`src/rtl/serial_subtractor.sv`:
```
// serial_subtractor: bit-serial LSB-first W-bit a - b - bin with start/busy/done handshake.
// Define SERIAL_SUB_FLAGS_EN to add registered zero/neg result flags.
module serial_subtractor #(
    parameter int W = 8
) (
    input  logic         clk,
    input  logic         rst,
    input  logic         start,
    input  logic [W-1:0] a,
    input  logic [W-1:0] b,
    input  logic         bin,
    output logic         busy,
    output logic         done,
    output logic [W-1:0] diff,
    output logic         bout,
    output logic         ovf
`ifdef SERIAL_SUB_FLAGS_EN
    ,
    output logic         zero,
    output logic         neg
`endif
);
    localparam int CW = $clog2(W);
    typedef enum logic [1:0] {IDLE, SHIFT, DONE} state_t;
    state_t         st;
    logic [CW-1:0]  cnt;
    logic           br;
    logic [W-1:0]   sa, sb, sr;
    logic           di, bn;
    logic [W-1:0]   nr;
    always_comb begin
        di = sa[0] ^ sb[0] ^ br;
        bn = (~sa[0] & sb[0]) | (~(sa[0] ^ sb[0]) & br);
        nr = {di, sr[W-1:1]};
    end
    // DONE behaves like IDLE for start acceptance, giving back-to-back ops with no gap
    always_ff @(posedge clk or posedge rst) begin
        if (rst) begin
            st   <= IDLE;
            cnt  <= '0;
            br   <= 1'b0;
            sa   <= '0;
            sb   <= '0;
            sr   <= '0;
            busy <= 1'b0;
            done <= 1'b0;
            diff <= '0;
            bout <= 1'b0;
            ovf  <= 1'b0;
`ifdef SERIAL_SUB_FLAGS_EN
            zero <= 1'b0;
            neg  <= 1'b0;
`endif
        end else if (st == SHIFT) begin
            sr <= nr;
            sa <= sa >> 1;
            sb <= sb >> 1;
            br <= bn;
            if (cnt == CW'(W - 1)) begin
                st   <= DONE;
                busy <= 1'b0;
                done <= 1'b1;
                diff <= nr;
                bout <= bn;
                ovf  <= br ^ bn;
`ifdef SERIAL_SUB_FLAGS_EN
                zero <= (nr == '0);
                neg  <= di;
`endif
            end else begin
                cnt <= cnt + 1'b1;
            end
        end else if (start) begin
            st   <= SHIFT;
            sa   <= a;
            sb   <= b;
            br   <= bin;
            cnt  <= '0;
            sr   <= '0;
            busy <= 1'b1;
            done <= 1'b0;
        end else begin
            st   <= IDLE;
            done <= 1'b0;
        end
    end
endmodule

```
`config.mk`:
```
export PLATFORM = sky130hd
export DESIGN_NAME = serial_subtractor
export DESIGN_NICKNAME = d
export VERILOG_FILES = /design/src/rtl/serial_subtractor.sv
export SDC_FILE = /design/constraint.sdc
export NUM_CORES = 1
export LEC_CHECK = 0
export ABC_AREA = 1
export ABC_CLOCK_PERIOD_IN_PS = 2600
export BUFFER_PORTS_ARGS = -buffer_cell sky130_fd_sc_hd__buf_2
export CAP_MARGIN = 20
export CORE_MARGIN = 4
export CORE_UTILIZATION = 45
export CTS_CLUSTER_DIAMETER = 150
export DETAILED_ROUTE_END_ITERATION = 8
export HOLD_SLACK_MARGIN = 0.02
export PLACE_DENSITY = 0.73
export SLEW_MARGIN = 20
export SYNTH_ARGS = -nofsm -noshare
export SYNTH_HDL_FRONTEND = slang
export SYNTH_SLANG_ARGS = --single-unit
```
`constraint.sdc`:
```
create_clock -name clk -period 2.6 [get_ports clk]
set_input_delay 0.13 -clock clk [delete_from_list [all_inputs] [get_ports clk]]
set_output_delay 0.13 -clock clk [all_outputs]
set_load 0.02 [all_outputs]
```
# [After elaboration in Yosys (flattened, before gate mapping)]
# Cells that the tools add are included.
[totals] regBits=42 out_inout_bits=12 inputBits=20
[classes] n_reduce_logical=4 n_addsub=1 bitwise_logic=8 muxes=19 n_eq_ne=4
[op_table] cell="8-bit two-way mux" count=6
[op_table] cell="3-bit two-way mux" count=3
[op_table] cell="1-bit two-way mux" count=8
[op_table] cell="2-bit AND reduction" count=3
[op_table] cell="2-bit two-way mux" count=2
[op_table] cell="3-bit by 1-bit adder with 3-bit output (second input constant)" count=1
[op_table] cell="3-bit == test (second input constant)" count=1
[op_table] cell="1-bit XOR" count=3
[op_table] cell="1-bit AND" count=2
[op_table] cell="2-bit by 1-bit == test with 1-bit output (second input constant)" count=1
[op_table] cell="2-bit by 1-bit != test with 1-bit output (second input constant)" count=1
[op_table] cell="2-bit != test (second input constant)" count=1
[op_table] cell="1-bit NOT" count=2
[op_table] cell="2-bit nonzero test" count=1
[op_table] cell="1-bit bitwise OR" count=1

# [Depth between registers and ports, before layout]
# Gate-level depths: netlist of run 1.
[logic_depth] depth_word=5 ltp_mapped=7 ltp_nobuf=7

# [Worst setup path before layout of run 1]
# Ideal clock, no wire load.
[synth_timing] path_type="register to register" start="register cnt[0]" end="register cnt[0]" arrival_ns=1.210 path_stages_with_launch=8 n_path_buf=0 period_less_slack_ns=1.275 setup_ns=0.065 setup_slack_ns=1.325 path_cell_list="dfrtp_1 ha_1 ha_1 inv_1 nand3_1 inv_1 nand2_1 nand2_1"
[synth_via] elab_chain_len=3 word_cells_on_any_way=6
[synth_rtl] item="from (decl)" line="26" rtl="logic [CW-1:0] cnt;"
[synth_rtl] item="from (signal assigned)" line="71" rtl="cnt <= cnt + 1'b1;"
[synth_rtl] item="3-bit by 1-bit adder with 3-bit output or 3-bit == test (tied branches)" line="71, 59"
[synth_rtl] item="3-bit two-way mux or 2-bit != test (tied branches)"
[synth_rtl] item="3-bit two-way mux or 2-bit AND reduction (tied branches)"
# Several ways; a longest one is shown, not always the timed one. The select of a mux whose other input is x is not followed.
# A chain may end at the register's enable or synchronous reset.

# [Final worst setup path of run 1]
[layout_timing] start="register st[0]" end="register diff[3]"
[layout_via] elab_chain_len=2
[layout_rtl] item="from (decl)" line="25" rtl="state_t st;"
[layout_rtl] item="from (signal assigned)" line="39" rtl="st <= IDLE;"
[layout_rtl] item="from (signal assigned)" line="60" rtl="st <= DONE;"
[layout_rtl] item="from (signal assigned)" line="74" rtl="st <= SHIFT;"
[layout_rtl] item="2-bit by 1-bit == test with 1-bit output" line="54" rtl="end else if (st == SHIFT) begin"
[layout_rtl] item="2-bit AND reduction (no source line)"
[layout_rtl] item="to (signal assigned)" line="63" rtl="diff <= nr;"
[layout_rtl] item="to (decl)" line="14" rtl="output logic [W-1:0] diff,"
# Every way passes these cells.

==> run metrics, run 1 <==
slew margin rel. 0.515; TritonCTS clock tree built; post-route insts no fill 284; routed wire length 3320 um; DRC violations left 0; Sw Share 0.389; Slowest cell on crit path nor2_4; status completed; post-synth net total 226; Initial Utilization 0.475; crit path kind reg2reg; fmax 698 MHz; Die ar. 5020 um^2; Clock Pin Slew Worst Setup and Hold Paths 80 ps; Tcrit/Tclk final 0.551; Detail Route Antenna Nets 0; Placed Area 1950 um^2; CP Data Required Time 2790 ps; Final Hold Fails 0; Final setup viols 0; setup bufs post-CTS 0; Comb pwr share 0.379; r2r worst-path depth 5; CTS HTree Levels 2; GRT Total Usage 0.142; first-pass GRT wire length 5790 um; cts hold-fix bufs 1; layout cells sized above 1 0.199; clk_lat worst skew 290 ps; initial antenna violation count 0; drt first pass iters 4; Crit. Startpoint st[0]; reg2reg setup slack 1170 ps; worst min-delay path class in2reg; post-place setup slack 1150 ps; IO Pins 32; sequential share of power 0.410; cell count after placement 275; design area 2080 um^2; CTS buffer count 5; Die H 70.9 um; Final Power 2.60 mW; post-layout util 0.556; critical path capture point type flop; Synth Register Bits 40; pin count of the biggest net entering global routing 34; hold slack 44.3 ps; leak pwr 1.14 nW; n_diodes 0; FP Rows 22; post-synth cell types 17; synth warn 0; post-synthesis sequential area ratio 0.563; fin crit period 1430 ps; Port Buf Inserts 31; worst r2r src st[0]; crit path DAT 1620 ps; via count 1365; CP Launch Type flop; Mapped Area 1780 um^2; Avg Inst Size Synth 8.81 um^2; Via density 4.81; most used cell, CP nand2_1; Max Slew Vio Count 0; initial DRC count 82; fin nets 259; DP HPWL 2320 um; critical path cell sequence inv_2 -> nor2_4 -> nand2_2 -> nand2_1 -> nand2_1; Final GP Congestion 0.726; setup ws final 1170 ps; FF-to-FF End diff[3]; WL per Instance 11.7 um; Syn Inst Count 202; Setup TNS 0 ps; crit-path max FO 24; root buf cell clkbuf_8; clock share of power 0.211; Synth-to-Final Area Change 17.1%; die width 70.9 um; Max Cap Viol 0; crit path to diff[3]; switching pwr 1.01 mW; Clock Skews 10.7 ps; Int Power 1.59 mW; peak supply drop 0.707 mV; transition time of the tightest slew-check pin 726 ps; clock sink count 40; grt ovf 0; number of global-route vias before repair 1298; CORE AREA 3740 um^2; Post-CTS Resized 0; RSZ-0062 raised after global routing no; Crit path largest cell delay 430 ps; PwrDens 1250 nW/um^2; Clock Path Buffers 2
-- synth_stat cells --
cell type	count	area share
nand2_1	79	0.17
nand3_1	49	0.14
dfrtp_1	40	0.56
inv_1	12	0.025
buf_4	4	0.017
ha_1	3	0.021
buf_2	2	0.0056
buf_6	2	0.013
nor2_1	2	0.0042
nor2_4	2	0.013
a21oi_1	1	0.0028
fa_1	1	0.011
inv_2	1	0.0021
nand2_2	1	0.0035
nand2_4	1	0.0063
nor2_2	1	0.0035
xnor2_1	1	0.0049
-- power groups by stage --
stage	Combinational (mW)	Clock, mW	Sequential [mW]
floorplan	0.726	0	1.15
global placement	0.969	0	1.07
detailed placement	0.998	0	1.08
CTS	1.00	0.552	1.07
global route	1.14	0.584	1.10
finish	0.984	0.547	1.07
-- registers in the layout (all words and copies together), names as in the netlist --
name,count
busy,1
br,1
cnt,3
st,1
sb,8
sa,8
done,1
diff,8
bout,1
sr,7
ovf,1
-- cell type report --
cell class                 instances  area, um^2
clock inverter                     1        30.0
tap                               48        60.1
multi-input combinational        141         667
clock buffer                       7        96.3
inverter                          13        48.8
timing repair buffer              34         180
fill                             376        1660
sequential                        40        1000
-- how the worst min path moves through the flow --
stage               startpoint       to  slack, ps  cells after the start
CTS                       b[7]    sb[7]         50                      3
detailed placement         rst  diff[3]        290                      2
global route              a[7]    sa[7]         60                      3
floorplan                 a[7]    sa[7]        240                      2
finish                    b[7]    sb[7]         40                      3
global placement           rst    sr[1]        280                      2
-- cell usage in the layout, fill, tap and decap left out --
cell and count:
nor2_1 2, nand2_2 1, ha_1 3, dfrtp_1 40, nand3_1 49, dlygate4sd3_1 1
nand2_4 1, a21oi_1 1, nand2_1 79, inv_2 1, buf_4 2, buf_2 31
nor2_4 2, xnor2_1 1, fa_1 1, inv_1 12, nor2_2 1, clkbuf_8 7
bufinv_16 1
-- routing by layer --
layer | global-route usage | wire length (um) | up-vias
met5 | 0 | 0 | -
met3 | 0.0398 | 174 | 5
met2 | 0.235 | 1520 | 29
met4 | 0.0376 | 31 | 0
met1 | 0.184 | 1590 | 623
li1 | - | - | 708
-- worst max-delay path, delay by kind of cell (launching register included) --
kind / cells / cell delay (ps)
DFF: 1 / 420
buffers and inverters: 1 / 60
and+or+nand+nor: 4 / 850
-- logic make-up (layout without fill, tap and decap cells) --
logic type	Yosys count	count (layout)	synth area share
buf+inv	21	55	0.0626
xor+xnor	1	1	0.00492
flops	40	40	0.563
compound gates	1	1	0.00281
fa+ha+maj	4	4	0.0324
simple gates	135	135	0.335
No activity file was read; power rests on OpenSTA's default activity.
==> run 2, diff against run 1 <==
--- a/config.mk
+++ b/config.mk
@@ -6,7 +6,7 @@
 export NUM_CORES = 1
 export LEC_CHECK = 0
 export ABC_AREA = 1
-export ABC_CLOCK_PERIOD_IN_PS = 2600
+export ABC_CLOCK_PERIOD_IN_PS = 1480
 export BUFFER_PORTS_ARGS = -buffer_cell sky130_fd_sc_hd__buf_2
 export CAP_MARGIN = 20
 export CORE_MARGIN = 4
==> constraint.sdc (replaced) <==
create_clock -name clk -period 1.48 [get_ports clk]
set_input_delay 0.074 -clock clk [delete_from_list [all_inputs] [get_ports clk]]
set_output_delay 0.074 -clock clk [all_outputs]
set_load 0.02 [all_outputs]
==> run 2 against run 1 <==
Compared with the run above:
- final cell count up 1.1%
- combinational power up 81%
- core utilization up 0.33 points
- non-clock buffer count up 4
- die area unchanged
- critical endpoint is now cnt[0]
- largest power group unchanged
==> run metrics, run 2 (same netlist as run 1, synthesis figures left out) <==
worst r2r src cnt[0]; fmax 752 MHz (+7.8%); HP Start a[2]; Tcrit/Tclk final 0.899 (+0.348); Clock Skews 3.70 ps (-6.99 ps); RSZ-0062 raised after global routing no; DP HPWL 2260 um (-2.3%); CORE AREA 3740 um^2 (unchanged); r2r worst-path depth 7 (+2); Crit. Startpoint cnt[0]; PwrDens 2110 nW/um^2 (+69%); design area 2100 um^2 (+0.60%); CTS HTree Levels 2 (unchanged); Clock Path Buffers 2 (unchanged); Hold Path Depth 3 (unchanged); Initial Utilization 0.475 (unchanged); Via density 4.93 (+2.7%); crit-path max FO 4 (-83%); status completed; setup ws final 150 ps (-1020 ps); peak supply drop 0.919 mV (+30%); worst min-delay path class in2reg; die width 70.9 um (unchanged); GRT Total Usage 0.153 (+0.0106); filler cell count 387 (+2.9%); via count 1416 (+3.7%); Die ar. 5020 um^2 (unchanged); sequential share of power 0.424 (+0.014); root buf cell clkbuf_8; post-layout util 0.560 (+0.00334); FP Rows 22 (unchanged); Max Slew Vio Count 0 (unchanged); WP depth 7 (+2); routed wire length 3310 um (-0.21%); leak pwr 1.15 nW (+0.76%); number of global-route vias before repair 1454 (+12%); Reg area 1000 um^2 (unchanged); critical path cell sequence ha_1 -> ha_1 -> inv_2 -> nand3_2 -> inv_1 -> nand2_1 -> nand2_1; Final Hold Fails 0 (unchanged); Slowest cell on crit path dfrtp_1; top flop regs diff (8), sa (8), sb (8); setup bufs post-CTS 0 (unchanged); fin nets 263 (+1.5%); Clock Pin Slew Worst Setup and Hold Paths 70 ps (about the same); initial antenna violation count 0 (unchanged); Final GP Congestion 0.745 (+2.6%); crit path DAT 1560 ps (-60 ps); kind of cell adding the most delay to the critical path adder cells; Port Buf Inserts 31 (unchanged); fin crit period 1330 ps (-103 ps); initial DRC count 96 (+17%); Max Cap Viol 0 (unchanged); TritonCTS clock tree built; n_diodes 0 (unchanged); Placed Area 1950 um^2 (+0.39%); first-pass GRT wire length 6110 um (+5.6%); clock share of power 0.173 (-0.038); Synth-to-Final Area Change 17.8%; Setup TNS 0 ps (unchanged); Final setup viols 0 (unchanged); commonest non-fill, non-tap cell in the layout nand2_1; crit path kind reg2reg; DRC violations left 0 (unchanged); Die H 70.9 um (unchanged); Detail Route Antenna Nets 0 (unchanged); Crit path largest cell delay 400 ps (-30 ps); clock sink count 40 (unchanged); area of the multi-input gates 672 um^2 (+0.75%); drt first pass iters 5 (+1); clk_lat worst skew 290 ps (about the same); CTS buffer count 5 (unchanged); CP Data Required Time 1710 ps (-1080 ps); slew margin rel. 0.675 (+0.160); hold slack 28.7 ps (-15.6 ps); transition time of the tightest slew-check pin 487 ps (-239 ps); layout cells sized above 1 0.205 (+0.00587); most frequent cells in the layout 79 x nand2_1, 48 x nand3_1, 40 x dfrtp_1, 31 x buf_2, 11 x inv_1; Comb pwr share 0.403 (+0.024); CP Launch Type flop; IO Pins 32 (unchanged); WL per Instance 11.5 um (-1.3%); switching pwr 1.77 mW (+75%); critical path capture point type flop; Sw Share 0.399 (+0.0105); CP Buf/Inv Count 2 (+1); pin count of the biggest net entering global routing 41 (+21%); Int Power 2.66 mW (+67%); grt ovf 0 (unchanged); post-place setup slack 74.0 ps (-1070 ps)
-- run 2: power by group through the flow --
stage	registers (mW)	clock network, mW	logic [mW]
final	1.87	0.765	1.78
after global routing	1.94	0.835	2.08
after CTS	1.88	0.785	1.81
after detailed placement	1.89	0	1.80
after global placement	1.87	0	1.75
after floorplan	2.02	0	1.28
-- run 2: layout make-up --
type / count / share of cell area
Inverter: 13 / 0.0233
Multi-Input combinational cell: 141 / 0.321
Tap cell: 48 / 0.0287
Sequential cell: 40 / 0.478
Timing Repair Buffer: 38 / 0.104
Clock buffer: 7 / 0.0460
-- run 2: what timing repair did --
action / in CTS / in global routing
resized for setup: 0 / 2
setup endpoints to repair: 0 / 3
hold buffers: 4 / 0
hold endpoints to repair: 43 / 0
-- run 2: worst reg2reg max path, cell delays in order (launching register included) --
cell and delay (ps):
dfrtp_1 400, ha_1 220, ha_1 210, inv_2 90
nand3_2 110, inv_1 110, nand2_1 50, nand2_1 60
-- run 2: final timing paths --
check | slack (ps) | to
max | 150 | cnt[0]
max reg2reg | 150 | cnt[0]
min in group asynchronous | 450 | sr[1]
min reg2reg | 470 | bout
min | 30 | sa[2]
max in group asynchronous | 700 | sb[7]
-- run 2: layer usage --
layer / part of all wire / track usage
met1: 0.45 / 0.189
met2: 0.48 / 0.243
met5: 0 / 0
met4: 0.021 / 0.0668
met3: 0.051 / 0.0511
-- run 2: metrics by stage --
stage	total power [mW]	std cells
2_1_floorplan	3.29	202
3_3_place_gp	3.62	276
3_5_place_dp	3.69	276
4_1_cts	4.47	287
6_report	4.42	287
5_1_grt	4.86	287
==> run 3, diff against run 2 <==
--- a/config.mk
+++ b/config.mk
@@ -6,7 +6,7 @@
 export NUM_CORES = 1
 export LEC_CHECK = 0
 export ABC_AREA = 1
-export ABC_CLOCK_PERIOD_IN_PS = 1480
+export ABC_CLOCK_PERIOD_IN_PS = 1500
 export BUFFER_PORTS_ARGS = -buffer_cell sky130_fd_sc_hd__buf_2
 export CAP_MARGIN = 20
 export CORE_MARGIN = 4
==> constraint.sdc (replaced) <==
create_clock -name clk -period 1.5 [get_ports clk]
set_input_delay 0.075 -clock clk [delete_from_list [all_inputs] [get_ports clk]]
set_output_delay 0.075 -clock clk [all_outputs]
set_load 0.02 [all_outputs]
==> run 3 against run 2 <==
Compared with the run above:
- first-iteration DRC count fell by 20%
- wire length increased by 0.54%
- core utilization down 0.90 points
- die area did not move
- register-to-register slack got worse by 70 ps
- highest routed layer unchanged
==> run metrics, run 3 (same netlist as run 1, synthesis figures left out) <==
status completed; Slowest cell on crit path dfrtp_1; worst min-delay path class in2reg; layout cells sized above 1 0.197 (-0.00754); met2 WL post-DR 1550 um (-2.0%); cell count after placement 276 (unchanged); leak pwr 1.13 nW (-1.7%); DRC violations left 0 (unchanged); peak supply drop 1.04 mV (+13%); Die ar. 5020 um^2 (unchanged); CP Launch Type flop; slew margin rel. 0.675 (about the same); Hold Path Depth 3 (unchanged); crit path DAT 1590 ps (+30 ps); grt ovf 0 (unchanged); commonest non-fill, non-tap cell in the layout nand2_1; initial antenna violation count 0 (unchanged); top routing layer in use met4; Tcrit/Tclk final 0.948 (+0.0491); crit path kind reg2reg; Synth-to-Final Area Change 15.9%; DP HPWL 2280 um (+0.76%); transition time of the tightest slew-check pin 488 ps (+0.853 ps); RSZ-0062 raised after global routing no; post-route insts no fill 286 (-0.35%); post-place setup slack 85.2 ps (+11.1 ps); fin nets 262 (-0.38%); routed wire length 3330 um (+0.54%); CP Buf/Inv Count 1 (-1); Clock Skews 6.46 ps (+2.75 ps); Clock Path Buffers 2 (unchanged); clock sink count 40 (unchanged); number of global-route vias before repair 1418 (-2.5%); Crit path largest cell delay 400 ps (about the same); crit-path max FO 4 (unchanged); FP Rows 22 (unchanged); GRT Total Usage 0.153 (about the same); first-pass GRT wire length 6160 um (+0.79%); fin crit period 1420 ps (+91.6 ps); WL per Instance 11.6 um (+0.90%); Detail Route met3 WL 199 um (+18%); top flop regs diff (8), sa (8), sb (8); r2r worst-path depth 6 (-1); CTS buffer count 5 (unchanged); Clock Pin Slew Worst Setup and Hold Paths 70 ps (about the same); Detail Route Antenna Nets 0 (unchanged); WP depth 6 (-1); Final Hold Fails 0 (unchanged); Final setup viols 0 (unchanged); pin count of the biggest net entering global routing 41 (unchanged); n_diodes 0 (unchanged); CORE AREA 3740 um^2 (unchanged); Die H 70.9 um (unchanged); drt first pass iters 4 (-1); Setup TNS 0 ps (unchanged); critical path cell sequence ha_1 -> ha_1 -> inv_1 -> nand3_1 -> nand3_1 -> nand2_1; CTS HTree Levels 2 (unchanged); Port Buf Inserts 31 (unchanged); via count 1380 (-2.5%); IO Pins 32 (unchanged); most frequent cells in the layout 79 x nand2_1, 49 x nand3_1, 40 x dfrtp_1, 31 x buf_2, 11 x inv_1; met1 WL 1540 um (+3.6%); Initial Utilization 0.475 (unchanged); clk_lat worst skew 290 ps (about the same); post-layout util 0.551 (-0.00902); root buf cell clkbuf_8; die width 70.9 um (unchanged); PwrDens 2070 nW/um^2 (-1.8%); critical path capture point type flop; Final Power 4.27 mW (-3.4%); initial DRC count 77 (-20%); TritonCTS clock tree built; Max Cap Viol 0 (unchanged); kind of cell adding the most delay to the critical path adder cells; Max Slew Vio Count 0 (unchanged); setup ws final 78.1 ps (-71.6 ps); CP Data Required Time 1670 ps (-40 ps); Via density 4.83 (-2.2%); fmax 703 MHz (-6.4%); Final GP Congestion 0.745 (about the same)
==> run 3: cell count changes in the layout (fill, tap and decap cells not counted), sizes merged <==
cell / change
clkbuf: -1
clkinv: +1
dlygate4sd3: -1
==> run 3: timing repair <==
item                                   in CTS  in global routing
setup endpoints to repair                   0                  3
buffers inserted                            0                  0
resized for setup                           0                  1
endpoints found under the hold margin      42                  0
hold buffers                                3                  0
==> run 3: where the power goes <==
| group | internal [mW] | switching, mW | total, mW |
|---|---|---|---|
| registers | 1.56 | 0.287 | 1.85 |
| logic | 0.649 | 1.11 | 1.76 |
| clock network | 0.316 | 0.347 | 0.664 |
| total | 2.53 | 1.75 | 4.27 |
==> run 3: area by class of cell <==
cell class                      count  area (um^2)
Fill cell                         369         1680
Sequential cell                    40         1000
Multi-Input combinational cell    141          667
Timing Repair Buffer               37          208
Clock buffer                        6         72.6
Tap cell                           48         60.1
Inverter                           13         48.8
Clock inverter                      1         5.00
==> run 3: layer usage <==
metal  up-vias  track usage
met5         -            0
met3         4       0.0511
li1        717            -
met4         0       0.0438
met2        30        0.255
met1       629        0.188
==> run 3: per-stage QoR <==
stage / area [um^2] / hold WS [ps]
2_1_floorplan: 1780 / 185
3_3_place_gp: 1950 / 222
3_5_place_dp: 1950 / 226
4_1_cts: 2060 / 22.0
5_1_grt: 2060 / 36.8
6_report: 2060 / 28.1
==> run 3: worst paths after layout <==
path                              from      end  slack (ps)
worst max-delay path            cnt[0]   cnt[0]          80
worst min-delay path              b[5]    sb[5]          30
min in group asynchronous          rst  diff[2]         440
worst min register to register    bout     bout         480
max in group asynchronous          rst    sb[6]         710
worst max register to register  cnt[0]   cnt[0]          80
==> run 3: worst min-delay path, stage by stage <==
cell     delay [ps]
buf_2            80
nand3_1          60
nand3_1          60
